**src/rtl/mp_pipe_core.sv**
```systemverilog
// Two-stage (decode/read, execute/write-back) register-file + ALU core; result valid one cycle after acceptance, backpressure stalls E then D.
// Macro MP_PIPE_FWD_EN: defined bypasses E.result into D on RAW hazards, undefined stalls D one bubble until write-back.
module mp_pipe_core #(
   parameter int DATA_W = 32,
   parameter int ADDR_W = 5,
   parameter int REG_N  = 32
) (
   input  logic              clk,
   input  logic              rst,
   input  logic              in_valid,
   output logic              in_ready,
   input  logic [31:0]       instr,
   output logic              out_valid,
   input  logic              out_ready,
   output logic [DATA_W-1:0] out_result,
   output logic [ADDR_W-1:0] out_dst,
   output logic              out_err,
   input  logic              ld_en,
   input  logic [ADDR_W-1:0] ld_addr,
   input  logic [DATA_W-1:0] ld_data
);
   localparam logic [5:0] OP_ABS   = 6'd1;
   localparam logic [5:0] OP_XOR   = 6'd4;
   localparam logic [5:0] OP_MINUS = 6'd5;
   localparam logic [5:0] OP_ADD   = 6'd6;
   localparam logic [5:0] OP_MAX   = 6'd7;
   localparam logic [5:0] OP_MIN   = 6'd8;
   localparam logic [5:0] OP_SUB   = 6'd9;
   localparam logic [5:0] OP_AVG   = 6'd11;
   localparam logic [5:0] OP_AND   = 6'd12;
   localparam logic [5:0] OP_OR    = 6'd13;
   localparam logic [5:0] OP_NOT   = 6'd14;

   logic [DATA_W-1:0] r_regs [REG_N];

   logic              r_d_full;
   logic [5:0]        r_d_op;
   logic [ADDR_W-1:0] r_d_src1;
   logic [ADDR_W-1:0] r_d_src2;
   logic [ADDR_W-1:0] r_d_dst;

   logic              r_e_full;
   logic              r_e_err;
   logic [DATA_W-1:0] r_e_result;
   logic [ADDR_W-1:0] r_e_dst;

   logic              w_e_drain;
   logic              w_hit1;
   logic              w_hit2;
   logic              w_stall;
   logic              w_d_adv;
   logic              w_accept;
   logic [DATA_W-1:0] w_a;
   logic [DATA_W-1:0] w_b;
   logic [DATA_W-1:0] w_alu;
   logic [DATA_W:0]   w_sum;
   logic              w_err;

   assign w_e_drain = r_e_full && out_ready;
   assign w_hit1    = r_e_full && !r_e_err && (r_d_src1 == r_e_dst);
   assign w_hit2    = r_e_full && !r_e_err && (r_d_src2 == r_e_dst);

`ifdef MP_PIPE_FWD_EN
   // D only advances into a full E when E drains, so a hit always sees the value being retired.
   assign w_stall = 1'b0;
   assign w_a     = w_hit1 ? r_e_result : r_regs[r_d_src1];
   assign w_b     = w_hit2 ? r_e_result : r_regs[r_d_src2];
`else
   assign w_stall = w_hit1 || w_hit2;
   assign w_a     = r_regs[r_d_src1];
   assign w_b     = r_regs[r_d_src2];
`endif

   assign w_d_adv  = r_d_full && (!r_e_full || w_e_drain) && !w_stall;
   assign in_ready = !r_d_full || w_d_adv;
   assign w_accept = in_valid && in_ready;

   assign out_valid  = r_e_full;
   assign out_result = r_e_result;
   assign out_dst    = r_e_dst;
   assign out_err    = r_e_err;

   always_comb begin
      w_alu = '0;
      w_err = 1'b0;
      w_sum = {1'b0, w_a} + {1'b0, w_b};
      case (r_d_op)
         OP_ADD:   w_alu = w_sum[DATA_W-1:0];
         OP_SUB:   w_alu = w_a - w_b;
         OP_ABS:   w_alu = w_a[DATA_W-1] ? ('0 - w_a) : w_a;
         OP_MINUS: w_alu = ~w_a + DATA_W'(1);
         OP_MAX:   w_alu = (w_a > w_b) ? w_a : w_b;
         OP_MIN:   w_alu = (w_a < w_b) ? w_a : w_b;
         OP_AVG:   w_alu = w_sum[DATA_W:1];
         OP_NOT:   w_alu = ~w_a;
         OP_OR:    w_alu = w_a | w_b;
         OP_AND:   w_alu = w_a & w_b;
         OP_XOR:   w_alu = w_a ^ w_b;
         default:  w_err = 1'b1;
      endcase
   end

   always_ff @(posedge clk or posedge rst) begin
      if (rst) begin
         r_d_full <= 1'b0;
         r_d_op   <= '0;
         r_d_src1 <= '0;
         r_d_src2 <= '0;
         r_d_dst  <= '0;
      end else if (w_accept) begin
         r_d_full <= 1'b1;
         r_d_op   <= instr[5:0];
         r_d_src1 <= instr[6 +: ADDR_W];
         r_d_src2 <= instr[6+ADDR_W +: ADDR_W];
         r_d_dst  <= instr[6+2*ADDR_W +: ADDR_W];
      end else if (w_d_adv) begin
         r_d_full <= 1'b0;
      end
   end

   always_ff @(posedge clk or posedge rst) begin
      if (rst) begin
         r_e_full   <= 1'b0;
         r_e_err    <= 1'b0;
         r_e_result <= '0;
         r_e_dst    <= '0;
      end else if (w_d_adv) begin
         r_e_full   <= 1'b1;
         r_e_err    <= w_err;
         r_e_result <= w_err ? '0 : w_alu;
         r_e_dst    <= r_d_dst;
      end else if (w_e_drain) begin
         r_e_full   <= 1'b0;
      end
   end

   // Write-back is assigned last so it overrides a same-address external load.
   always_ff @(posedge clk or posedge rst) begin
      if (rst) begin
         for (int i = 0; i < REG_N; i++) r_regs[i] <= '0;
      end else begin
         if (ld_en) r_regs[ld_addr] <= ld_data;
         if (w_e_drain && !r_e_err) r_regs[r_e_dst] <= r_e_result;
      end
   end
endmodule

```
**config.mk**
```make
export PLATFORM = sky130hd
export DESIGN_NAME = mp_pipe_core
export DESIGN_NICKNAME = d
export VERILOG_FILES = /design/src/rtl/mp_pipe_core.sv
export SDC_FILE = /design/constraint.sdc
export NUM_CORES = 2
export LEC_CHECK = 0
export ABC_AREA = 0
export BUFFER_PORTS_ARGS = -buffer_cell sky130_fd_sc_hd__buf_2
export CORE_MARGIN = 1
export CORE_UTILIZATION = 49
export CTS_CLUSTER_DIAMETER = 120
export CTS_CLUSTER_SIZE = 40
export DETAILED_ROUTE_END_ITERATION = 16
export PLACE_DENSITY = 0.72
export SLEW_MARGIN = 40
export SYNTH_ARGS = -nofsm -noshare
export SYNTH_HDL_FRONTEND = slang
export SYNTH_SLANG_ARGS = --single-unit
export TNS_END_PERCENT = 1
```
**constraint.sdc**
```tcl
create_clock -name clk -period 37.1 [get_ports clk]
set_input_delay 0 -clock clk [delete_from_list [all_inputs] [get_ports clk]]
set_output_delay 0 -clock clk [all_outputs]
set_load 0.03 [all_outputs]
```
==> flow_summary.json <==
{
  "fillerInstances": 12900,
  "relSlewSlack_pct": 31.29,
  "arrival_ns": 8.97,
  "syn_area_per_cell_um2": 10.04,
  "area_growth_pct": 5.338,
  "synth_edf_count": 0,
  "syn_inst": 7314,
  "max-vdd-ir-drop_uv": 42.30,
  "drv_slew": 0,
  "dieHeight_um": 389.2,
  "setup_viol": 0,
  "clk_latency_ns": 0.71,
  "synth_cell_types": 86,
  "rsz0062_at_grt": "false",
  "drc": 0,
  "finalSetupTns_ns": 0,
  "htree_levels": 2,
  "cts.path.max_buffers": 3,
  "fin_area_um2": 77380,
  "hold_class": "input pin to asynchronous set/reset pin",
  "ioPinCount": 114,
  "core_um2": 148200,
  "post_dp_cell_area_um2": 75560,
  "vias_per_cell": 7.147,
  "synth_most_common_cell": "mux2i_1",
  "synth.top_cell.area_share_pct": 36.96,
  "crit_family": "simple AND/OR/NAND/NOR gates",
  "fmax_mhz": 119.9,
  "leakagePower_nw": 33.89,
  "grt_first_pass_wirelength_um": 422800,
  "cts_made_buffers": 35,
  "async_flop_share_pct": 100.0,
  "fin_crit_ns": 8.341,
  "period_share_pct": 22.48,
  "cp-end-kind": "register",
  "antenna_found_initial": 9,
  "crit_type": "register to register",
  "grt_use_total_pct": 38.17,
  "crit_path_max_incr_delay_ns": 0.93,
  "power_density_nw_per_um2": 87.39,
  "postRouteAntennaNets": 0,
  "finalClockSkew_ns": 0.05266,
  "violations": "negative hold slack",
  "outcome": "finished with violations",
  "tritoncts": "done",
  "seq_area_frac_synth_pct": 36.96,
  "clkSlewWorstSetupHoldPaths_ns": 0.15,
  "grt_pass1_vias": 59810,
  "wirelength_um": 294800,
  "tightest_slew_ns": 1.027,
  "wl_per_cell_um": 33.37,
  "cpMostUsedCell": "buf_4",
  "crit_buf_inv": 4,
  "vias": 63130,
  "holdWs_ns": -0.01902,
  "grt_max_degree": 104,
  "drive_above_1_share_pct": 14.60,
  "cts_sinks": 1085,
  "dp_hpwl_um": 172900,
  "grt_overflow_total": 0,
  "ys_seq_elements": 1085,
  "maxCapViolCount": 0,
  "portBuffers": 102,
  "ys.flop_type": "dfrtp_1",
  "regArea_um2": 27210,
  "synth_common_cells": "mux2i_1 (1284), dfrtp_1 (1085), nor2_1 (707)",
  "layout.nets": 7055,
  "dieArea_um2": 151500,
  "synthesis.area_um2": 73450,
  "drt_iter0_markers": 10960,
  "finalHoldViolCount": 28,
  "startpoint": "r_d_src1[2]",
  "cts_root_buffer": "clkbuf_16",
  "dieWidth_um": 389.2,
  "yosys-top-cells-area": "dfrtp_1 (37%), mux2i_1 (17%), mux4_2 (15%)",
  "drt_pass1_iterations": 10,
  "rows": 141,
  "timing.rr.start": "r_d_src1[2]",
  "multi_input_area_um2": 43500,
  "synth_area_leader_cell": "dfrtp_1",
  "worstPathCellList": "buf_12 -> buf_4 -> nor3b_2 -> a22o_1 -> a221oi_1 -> nand3_1 -> inv_1 -> ha_1 -> or4_1 -> nor3_1 -> a21boi_0 -> a2111oi_0 -> buf_4 -> o221a_2 -> mux2i_1 -> nand2b_2 -> a311oi_1 -> a211oi_1 -> o32a_1",
  "required_ns": 37.73,
  "initial_core_util_pct": 49.57,
  "yosysWarningCount": 0,
  "critical_path.startpoint_type": "register",
  "syn-num-nets": 7488,
  "cp_slowest_cell": "nor3b_2",
  "worstPathMaxFanout": 92,
  "gp_congestion": 1.049
}
-- sequential cells by signal, summed over array words and instances (netlist names) --
register	flops
out_err	1
r_d_full	1
r_regs	1024
r_d_dst	5
out_dst	5
r_d_src1	5
r_d_op	6
r_d_src2	5
out_valid	1
out_result	32
-- kinds of logic after synthesis --
kind of cell	share of synthesized area, %
xor gates and xnor gates	0.5843
and+or+nand+nor	9.830
muxes	33.25
buffers and inverters	4.832
DFF	36.96
adders and majority gates	1.737
AOI/OAI and AO/OA	12.80
-- repair_timing --
action	in CTS	in global routing
endpoints found under the setup margin	0	0
hold endpoints to repair	1172	0
resized for setup	0	0
hold buffers	56	0
buffers inserted	0	0
-- placed cells by master (no fill, tap or decap), types with 33 or more instances in the layout --
master	instances
o21ai_0	614
buf_4	105
clkbuf_16	37
nor2_4	33
mux2i_1	1280
inv_1	97
dfrtp_1	1063
nor2_1	670
ha_1	98
buf_6	44
nor3_1	55
mux2_2	49
a22oi_1	97
mux4_2	487
a221oi_1	33
buf_2	103
nand2_1	647
a21oi_1	631
dlygate4sd3_1	56
nand3_1	85
-- path summary, 6_finish.rpt --
kind | endpoint | slack (ns) | depth (start not counted)
max in group asynchronous | out_result[17] | 34.16 | 8
hold / removal | r_regs[514] | -0.02 | 3
setup reg to reg | out_result[26] | 28.76 | 19
min in group clk | r_d_src1[4] | 0.05 | 4
hold reg to reg | out_dst[2] | 0.49 | 2
setup / recovery | out_result[26] | 28.76 | 19
-- tightest hold or removal path, delay by kind of cell --
family                 cells  cell delay (ns)
buffers and inverters      3             1.14
-- cell type report --
cell class | count | area share, %
antenna | 5 | 0.01617
clock buffer | 44 | 1.244
inverter | 101 | 0.4997
tap | 1930 | 3.121
sequential | 1085 | 35.16
clock inverter | 11 | 0.1843
timing repair buffer | 326 | 3.558
multi-input combinational | 5332 | 56.21
-- metal layers --
layer	part of all wire, %	wire, um	GRT usage, %
met5	0.035	102	0.2233
met3	16	46120	15.33
met1	36	105900	49.22
met4	7.7	22630	24.40
met2	41	120100	52.98
-- stage by stage --
step / hold slack [ns] / total power [W] / utilization, % / cells / setup slack (ns)
2_1_floorplan: 0.1084 / 0.004898 / - / 7314 / 6.554
3_3_place_gp: 0.1765 / 0.005883 / 50.61 / 8703 / 28.37
3_5_place_dp: 0.1944 / 0.006007 / 50.99 / 8715 / 28.91
4_1_cts: 0.01121 / 0.006597 / 52.11 / 8826 / 28.88
5_1_grt: 0.05766 / 0.007086 / 52.21 / 8830 / 28.44
6_report: -0.01902 / 0.006762 / 52.21 / 8834 / 28.76
-- report_power, final --
group          switching [W]  internal [W]
registers           0.000572       0.00169
clock network       0.000406      0.000195
logic                0.00224       0.00166
Power figures use the tool's default switching activity.
